## config.mk

```make
export PLATFORM = sky130hd
export DESIGN_NAME = spi_txn_sequencer_flat
export DESIGN_NICKNAME = d
export VERILOG_FILES = /design/src/rtl/spi_pkg.sv /design/src/rtl/spi_txn_sequencer_if.sv /design/src/rtl/spi_cs_timer.sv /design/src/rtl/spi_txn_sequencer.sv /design/src/flat_wrapper.sv
export SDC_FILE = /design/constraint.sdc
export NUM_CORES = 1
export LEC_CHECK = 0
export CORE_ASPECT_RATIO = 0.75
export CORE_MARGIN = 2
export CORE_UTILIZATION = 25
export CTS_CLUSTER_DIAMETER = 200
export DETAILED_ROUTE_END_ITERATION = 12
export GPL_ROUTABILITY_DRIVEN = 0
export SLEW_MARGIN = 20
export SYNTH_ARGS = -nofsm -noshare
export SYNTH_HDL_FRONTEND = slang
export SYNTH_HIERARCHICAL = 1
export SYNTH_SLANG_ARGS = --single-unit
```

## constraint.sdc

```tcl
create_clock -name clk -period 5 [get_ports clk]
set_input_delay 1 -clock clk [delete_from_list [all_inputs] [get_ports clk]]
set_output_delay 1 -clock clk [all_outputs]
set_load 0.005 [all_outputs]
```

## src/rtl/spi_pkg.sv

```systemverilog
// spi_pkg: shared definitions for the SPI transaction sequencer slice.
//   BYTE_W        - width of the byte engine send/receive handshake
//   DEFAULT_FILL  - byte clocked out while reading
//   TIMER_W       - width of the chip-select spacing timer
//   state_t       - sequencer state encoding
package spi_pkg;
  localparam int BYTE_W = 8;
  localparam logic [BYTE_W-1:0] DEFAULT_FILL = 8'hFF;
  localparam int TIMER_W = 8;

  typedef enum logic [2:0] {
    ST_IDLE,
    ST_SETUP,
    ST_LOAD,
    ST_WAIT,
    ST_HOLD,
    ST_GAP
  } state_t;
endpackage

```

## src/rtl/spi_txn_sequencer_if.sv

```systemverilog
// spi_txn_sequencer_if: host-side and byte-engine-side signals of the sequencer.
//   host side  : start, tx_len, rx_len, tx_data/tx_valid/tx_ready,
//                rx_data/rx_valid, busy, done
//   engine side: cs_n, spi_send, spi_tx, spi_busy, spi_new_data, spi_rx
//   slave  modport - the sequencer itself
//   master modport - whoever drives the sequencer (host plus engine)
interface spi_txn_sequencer_if #(
  parameter int LEN_W = 4
);
  import spi_pkg::*;

  logic              start;
  logic [LEN_W-1:0]  tx_len;
  logic [LEN_W-1:0]  rx_len;
  logic [BYTE_W-1:0] tx_data;
  logic              tx_valid;
  logic              tx_ready;
  logic [BYTE_W-1:0] rx_data;
  logic              rx_valid;
  logic              busy;
  logic              done;
  logic              cs_n;
  logic              spi_send;
  logic [BYTE_W-1:0] spi_tx;
  logic              spi_busy;
  logic              spi_new_data;
  logic [BYTE_W-1:0] spi_rx;

  modport slave (
    input  start, tx_len, rx_len, tx_data, tx_valid, spi_busy, spi_new_data, spi_rx,
    output tx_ready, rx_data, rx_valid, busy, done, cs_n, spi_send, spi_tx
  );

  modport master (
    output start, tx_len, rx_len, tx_data, tx_valid, spi_busy, spi_new_data, spi_rx,
    input  tx_ready, rx_data, rx_valid, busy, done, cs_n, spi_send, spi_tx
  );
endinterface

```

## src/rtl/spi_cs_timer.sv

```systemverilog
// spi_cs_timer: loadable down-counter with a zero flag, used to space
// chip-select setup, hold and idle periods.
//   clk, rst    - clock, synchronous active-high reset
//   load        - load load_value this cycle
//   load_value  - period minus one
//   zero        - counter has reached zero
module spi_cs_timer
  import spi_pkg::*;
(
  input  logic               clk,
  input  logic               rst,
  input  logic               load,
  input  logic [TIMER_W-1:0] load_value,
  output logic               zero
);
  logic [TIMER_W-1:0] count;

  // Counts down and parks at zero until the next load.
  always_ff @(posedge clk) begin
    if (rst) begin
      count <= '0;
    end else if (load) begin
      count <= load_value;
    end else if (count != '0) begin
      count <= count - TIMER_W'(1);
    end
  end

  assign zero = (count == '0);
endmodule

```

## src/rtl/spi_txn_sequencer.sv

```systemverilog
// spi_txn_sequencer: transaction front end for a byte-wide SPI master.
// Sends tx_len host bytes then rx_len fill bytes inside one chip-select
// window, returns the read-phase bytes as an rx_valid pulse stream.
//   clk, rst - clock, synchronous active-high reset
//   bus      - spi_txn_sequencer_if.slave (host and byte-engine handshakes)
module spi_txn_sequencer
  import spi_pkg::*;
#(
  parameter int LEN_W = 4,
  parameter int CS_SETUP = 4,
  parameter int CS_HOLD = 4,
  parameter int CS_IDLE = 2,
  parameter logic [BYTE_W-1:0] FILL_BYTE = DEFAULT_FILL
) (
  input  logic clk,
  input  logic rst,
  spi_txn_sequencer_if.slave bus
);
  localparam logic [TIMER_W-1:0] SETUP_LOAD = TIMER_W'(CS_SETUP - 1);
  localparam logic [TIMER_W-1:0] HOLD_LOAD  = TIMER_W'(CS_HOLD - 1);
  localparam logic [TIMER_W-1:0] IDLE_LOAD  = TIMER_W'(CS_IDLE - 1);
  localparam logic [LEN_W:0]     ONE        = (LEN_W+1)'(1);

  state_t state, state_next;
  logic [LEN_W-1:0]  tx_len_q, tx_len_next, rx_len_q, rx_len_next;
  logic [LEN_W:0]    idx, idx_next;
  logic              cs_n_q, busy_q, done_q, done_next;
  logic              send_q, send_next, rx_valid_q, rx_valid_next;
  logic [BYTE_W-1:0] spi_tx_q, spi_tx_next, rx_data_q, rx_data_next;
  logic              timer_load, timer_zero;
  logic [TIMER_W-1:0] timer_value;

  // Lengths are summed one bit wider so 15+15 cannot wrap.
  logic [LEN_W:0] total, start_total;
  logic           in_write, last_byte, tx_ready_int;
  assign total        = {1'b0, tx_len_q} + {1'b0, rx_len_q};
  assign start_total  = {1'b0, bus.tx_len} + {1'b0, bus.rx_len};
  assign in_write     = idx < {1'b0, tx_len_q};
  assign last_byte    = idx == (total - ONE);
  assign tx_ready_int = (state == ST_LOAD) && in_write && !bus.spi_busy;

  spi_cs_timer u_timer (
    .clk        (clk),
    .rst        (rst),
    .load       (timer_load),
    .load_value (timer_value),
    .zero       (timer_zero)
  );

  // State register plus registered outputs; reset doubles as transaction abort.
  always_ff @(posedge clk) begin
    if (rst) begin
      state      <= ST_IDLE;
      idx        <= '0;
      tx_len_q   <= '0;
      rx_len_q   <= '0;
      cs_n_q     <= 1'b1;
      busy_q     <= 1'b0;
      done_q     <= 1'b0;
      send_q     <= 1'b0;
      spi_tx_q   <= '0;
      rx_valid_q <= 1'b0;
      rx_data_q  <= '0;
    end else begin
      state      <= state_next;
      idx        <= idx_next;
      tx_len_q   <= tx_len_next;
      rx_len_q   <= rx_len_next;
      cs_n_q     <= !(state_next inside {ST_SETUP, ST_LOAD, ST_WAIT, ST_HOLD});
      busy_q     <= state_next != ST_IDLE;
      done_q     <= done_next;
      send_q     <= send_next;
      spi_tx_q   <= spi_tx_next;
      rx_valid_q <= rx_valid_next;
      rx_data_q  <= rx_data_next;
    end
  end

  // Next-state logic; only one engine byte is outstanding because LOAD
  // issues a send and WAIT blocks until its completion pulse.
  always_comb begin
    state_next    = state;
    idx_next      = idx;
    tx_len_next   = tx_len_q;
    rx_len_next   = rx_len_q;
    done_next     = 1'b0;
    send_next     = 1'b0;
    spi_tx_next   = spi_tx_q;
    rx_valid_next = 1'b0;
    rx_data_next  = rx_data_q;
    timer_load    = 1'b0;
    timer_value   = '0;
    case (state)
      ST_IDLE: begin
        if (bus.start) begin
          if (start_total == '0) begin
            done_next = 1'b1;
          end else begin
            tx_len_next = bus.tx_len;
            rx_len_next = bus.rx_len;
            idx_next    = '0;
            timer_load  = 1'b1;
            timer_value = SETUP_LOAD;
            state_next  = ST_SETUP;
          end
        end
      end
      ST_SETUP: begin
        if (timer_zero) state_next = ST_LOAD;
      end
      ST_LOAD: begin
        if (in_write) begin
          if (bus.tx_valid && tx_ready_int) begin
            send_next   = 1'b1;
            spi_tx_next = bus.tx_data;
            state_next  = ST_WAIT;
          end
        end else if (!bus.spi_busy) begin
          send_next   = 1'b1;
          spi_tx_next = FILL_BYTE;
          state_next  = ST_WAIT;
        end
      end
      ST_WAIT: begin
        if (bus.spi_new_data) begin
          if (!in_write) begin
            rx_valid_next = 1'b1;
            rx_data_next  = bus.spi_rx;
          end
          idx_next = idx + ONE;
          if (last_byte) begin
            timer_load  = 1'b1;
            timer_value = HOLD_LOAD;
            state_next  = ST_HOLD;
          end else begin
            state_next = ST_LOAD;
          end
        end
      end
      ST_HOLD: begin
        if (timer_zero) begin
          timer_load  = 1'b1;
          timer_value = IDLE_LOAD;
          state_next  = ST_GAP;
        end
      end
      ST_GAP: begin
        if (timer_zero) begin
          done_next  = 1'b1;
          state_next = ST_IDLE;
        end
      end
      default: state_next = ST_IDLE;
    endcase
  end

  assign bus.tx_ready = tx_ready_int;
  assign bus.cs_n     = cs_n_q;
  assign bus.busy     = busy_q;
  assign bus.done     = done_q;
  assign bus.spi_send = send_q;
  assign bus.spi_tx   = spi_tx_q;
  assign bus.rx_valid = rx_valid_q;
  assign bus.rx_data  = rx_data_q;
endmodule

```

## src/flat_wrapper.sv

```systemverilog
// flat-port wrapper written by rule: the top's interface ports become plain ports
module spi_txn_sequencer_flat import spi_pkg::*;
#(
  parameter int LEN_W = 4,
  parameter int CS_SETUP = 4,
  parameter int CS_HOLD = 4,
  parameter int CS_IDLE = 2,
  parameter logic [BYTE_W-1:0] FILL_BYTE = DEFAULT_FILL
)
  (clk, rst, bus_start, bus_tx_len, bus_rx_len, bus_tx_data, bus_tx_valid, bus_spi_busy, bus_spi_new_data, bus_spi_rx, bus_tx_ready, bus_rx_data, bus_rx_valid, bus_busy, bus_done, bus_cs_n, bus_spi_send, bus_spi_tx);
  spi_txn_sequencer_if #(.LEN_W(LEN_W)) bus_i ();
  input  logic clk;
  input  logic rst;
  input wire logic [$bits(bus_i.start)-1:0] bus_start;
  input wire logic [$bits(bus_i.tx_len)-1:0] bus_tx_len;
  input wire logic [$bits(bus_i.rx_len)-1:0] bus_rx_len;
  input wire logic [$bits(bus_i.tx_data)-1:0] bus_tx_data;
  input wire logic [$bits(bus_i.tx_valid)-1:0] bus_tx_valid;
  input wire logic [$bits(bus_i.spi_busy)-1:0] bus_spi_busy;
  input wire logic [$bits(bus_i.spi_new_data)-1:0] bus_spi_new_data;
  input wire logic [$bits(bus_i.spi_rx)-1:0] bus_spi_rx;
  output wire logic [$bits(bus_i.tx_ready)-1:0] bus_tx_ready;
  output wire logic [$bits(bus_i.rx_data)-1:0] bus_rx_data;
  output wire logic [$bits(bus_i.rx_valid)-1:0] bus_rx_valid;
  output wire logic [$bits(bus_i.busy)-1:0] bus_busy;
  output wire logic [$bits(bus_i.done)-1:0] bus_done;
  output wire logic [$bits(bus_i.cs_n)-1:0] bus_cs_n;
  output wire logic [$bits(bus_i.spi_send)-1:0] bus_spi_send;
  output wire logic [$bits(bus_i.spi_tx)-1:0] bus_spi_tx;
  assign bus_i.start = bus_start;
  assign bus_i.tx_len = bus_tx_len;
  assign bus_i.rx_len = bus_rx_len;
  assign bus_i.tx_data = bus_tx_data;
  assign bus_i.tx_valid = bus_tx_valid;
  assign bus_i.spi_busy = bus_spi_busy;
  assign bus_i.spi_new_data = bus_spi_new_data;
  assign bus_i.spi_rx = bus_spi_rx;
  assign bus_tx_ready = bus_i.tx_ready;
  assign bus_rx_data = bus_i.rx_data;
  assign bus_rx_valid = bus_i.rx_valid;
  assign bus_busy = bus_i.busy;
  assign bus_done = bus_i.done;
  assign bus_cs_n = bus_i.cs_n;
  assign bus_spi_send = bus_i.spi_send;
  assign bus_spi_tx = bus_i.spi_tx;
  spi_txn_sequencer #(.LEN_W(LEN_W), .CS_SETUP(CS_SETUP), .CS_HOLD(CS_HOLD), .CS_IDLE(CS_IDLE), .FILL_BYTE(FILL_BYTE)) u_core (.clk(clk), .rst(rst), .bus(bus_i));
endmodule
```

==> summary.md <==
| Metric | Value |
|---|---|
| Crit Path Max Fanout | 15 |
| Area contributors post-synth | dfxtp_1 (38%), ha_1 (8.4%), mux2i_1 (4.6%), a21oi_1 (3.8%), o221a_1 (3.8%) |
| FILL cells | 962 |
| Distinct cell type count after synthesis | 53 |
| Share of cells above drive strength 1 | 5.13% |
| Resized cells post-CTS | 0 |
| Post-synth top area cell | dfxtp_1 |
| Reg2Reg Depth | 13 |
| Non-filler instance count after layout | 440 |
| Startpoint types | input pin |
| Max Slew Vio Count | 0 |
| Leak pwr | between 0.001 and 0.0015 uW |
| Final setup vio count | 0 |
| DRC | 0 |
| Initial antenna violation count | 0 |
| VDD IR max | 0.125 mV |
| Vias post-DR | 1938 |
| Critical path's slowest cell | fa_1 |
| Ys flop type | dfxtp_1 |
| CP Data Required Time | 5190 ps |
| Area growth from synthesis to final layout | 34.1% |
| RSZ-0062 raised after global routing | no |
| Shortest period the worst path allows | 3650 ps |
| Ys Warns | 6 |
| Final hold viol count | 0 |
| Nets@finish | 359 |
| Total negative slack | 0 ps |
| Vias in the first global route | 1899 |
| Number of diodes | 0 |
| Post-Route WL | ~5300 um |
| Slowest stage delay, CP | about 430 ps |
| Largest net degree at the start of global routing | 28 |
| Port bufs | 51 |
| WP depth | 11 |
| Grt ovf | 0 |
| Placed cell count | 432 |
| Hold WS | 508 ps |
| Post-Syn Area | 2390 sq um |
| Mean routed wirelength per cell | 12.1 um |
| Std cell rows | 30 |
| Largest delay share family, worst path | simple AND/OR/NAND/NOR gates |
| Hold Path Class | reg2reg |
| Tot GR Track Use | 11.0% |
| Starting density of the core | 26.1% |
| CTS root buffer | clkbuf_16 |
| Number of flops mapped to enable cells by yosys | 0 |
| Mean Syn Cell Area | 9.25 sq um |
| Worst path cell trace | clkdlybuf4s50_1 > ha_1 > fa_1 > nor3_1 > nand2_1 > o21ba_2 > nor2_1 > o31ai_1 > buf_4 > or2_2 > o32ai_1 |
| CP Class | in2reg |
| Power density cells | slightly below 400 nW/um^2 |
| Post-CTS Setup Inserts | 0 |
| Buf/Inv on CP | 2 |
| Seq/Total Area, Yosys | 37.8% |
| Synthesized instance count | ~260 |
| DR pass1 iterations | 4 |
| Via density | 4.40 |
| Clock transition at the registers of the reported paths | 70 ps |
| Hold buffer count at cts | 0 |
| Relative slew slack | 53.4% |
| Core area | 9160 sq um |
| CTS Buf Count | 5 |
| Final instance area | 3200 sq um |
| IO Pins | 52 |
| Core Util, Final | 34.9% |
| Yosys reg bits | between 40 and 50 |
| Final worst-path cycle share | 73.0% |
| Slew @ Worst Pin | 694 ps |
| Die W | 117 um |
| Placed instance area | 3030 sq um |
| HPWL after DPL | 4000 um |
| Worst path arrival time | 3840 ps |
| Clk_skew | a little under 8 ps |
| Antenna viol nets, final | 0 |
| Deepest clock path buffer count | 2 |
| Die Ht | 88.6 um |
| Status | complete, no violations |
| Die area | roughly 10000 sq um |
| Async S/R FF share, synth | 0% |
| Max Cap Violations | 0 |
| H-tree Lvls | 2 |
| FMAX | 274 MHz |
| Skew-Pair Late Insertion Delay | slightly below 300 ps |
| Hold Path Stages | 2 |
| Share of the synthesized area in the top cell type | 37.8% |
| DRT iter0 DRCs | 98 |
| TritonCTS clock tree | yes |
| Element type at the critical path end | flop |
| First-pass GRT wire length | 8920 um |
| Clock Sink Count | 45 |
-- sequential cells by signal, indices dropped and copies added, names as in the netlist, 3 cells and up --
register / cells
u_core/bus.rx_data: 8
u_core/state: 3
u_core/bus.spi_tx: 8
u_core/u_timer/count: 8
u_core/rx_len_q: 4
u_core/tx_len_q: 4
u_core/idx: 5
-- final cells by class --
class / instances / area [sq um] / area share (%)
inverters: 20 / 75.1 / 2.35
clock buffers: 6 / 129 / 4.03
repair buffers: 54 / 533 / 16.7
flip-flops and latches: 45 / 901 / 28.2
multi-input cells: 185 / 1360 / 42.6
clock inverters: 2 / 38.8 / 1.21
well taps: 128 / 160 / 5.01
-- cells by family (layout without fill, tap and decap cells) --
kind of cell	after synthesis	after routing	synth area share (%)
buffers and inverters	33	82	5.93
adder cells (fa/ha/maj)	18	18	10.1
AND/OR/NAND/NOR	80	80	17.6
XOR/XNOR	14	14	5.72
other	1	6	0.157
AO/OA/AOI/OAI	55	55	17.7
flip-flops	45	45	37.8
multiplexers	12	12	5.09
-- per-layer routing --
metal	GRT usage, %	part of all wire (%)	vias to the layer above
li1	-	-	1018
met1	14.6	50	871
met2	17.9	43	43
met3	3.01	5.2	6
met4	2.89	0.90	0
met5	0	0	-
-- cell usage in the layout (no fill, tap or decap), drive strengths merged, types with 3 or more instances in the layout --
master and count:
a31o 8, conb 6, buf 3, a21oi 18
inv 19, nor2b 3, mux2i 11, o221a 8
or2 3, nor2 21, ha 16, clkbuf 6
clkdlybuf4s50 51, o32ai 4, dfxtp 45, xnor2 7
nand2 23, xor2 6, nor3 8, nand4 4
-- power breakdown --
group          switching, uW  internal (uW)
clock network            141            237
logic                    213            220
registers               49.7            409
-- through the flow --
stage / power (uW) / worst slack, ps
final: 1270 / 1350
after global routing: 1360 / 1230
after CTS: 1290 / 1370
after detailed placement: 900 / 1060
after global placement: 895 / 1190
after floorplan: 791 / 1780
-- path summary, 6_finish.rpt --
check / slack, ps / end / startpoint
setup / recovery: 1350 / u_core/u_timer/count[5]$_SDFFE_PP0P_ / bus_tx_len[0]
hold / removal: 510 / u_core/tx_len_q[2]$_SDFFE_PP0P_ / u_core/tx_len_q[2]$_SDFFE_PP0P_
setup reg to reg: 1980 / u_core/u_timer/count[5]$_SDFFE_PP0P_ / u_core/tx_len_q[1]$_SDFFE_PP0P_
hold reg to reg: 510 / u_core/tx_len_q[2]$_SDFFE_PP0P_ / u_core/tx_len_q[2]$_SDFFE_PP0P_
-- cell usage after synthesis (2+ instances only) --
cell       n
buf_6      2
o221a_1    8
clkbuf_1   9
a31o_1     8
mux2i_1   11
or2_1      2
inv_1     19
and4b_1    2
o32ai_1    4
xor2_1     6
xnor2_1    7
and3_1     2
buf_2      2
nand2_1   23
dfxtp_1   45
ha_1      16
nor2b_1    3
o31ai_1    2
nand4_1    4
nor3_1     8
o21a_1     2
a21o_1     2
nand2b_1   2
fa_1       2
nor3b_1    2
nor2_1    21
a21oi_1   18
-- worst reg2reg max path, cell delays in order (launching register included) --
cell and delay (ps):
dfxtp_1 330, inv_1 70, ha_1 280, inv_1 40, ha_1 210, fa_1 400
xnor3_1 340, nand4_1 120, nor4b_1 90, nor2_1 140, o31ai_1 90, buf_4 190
or2_2 340, o32ai_1 300
Power figures use the tool's default switching activity.
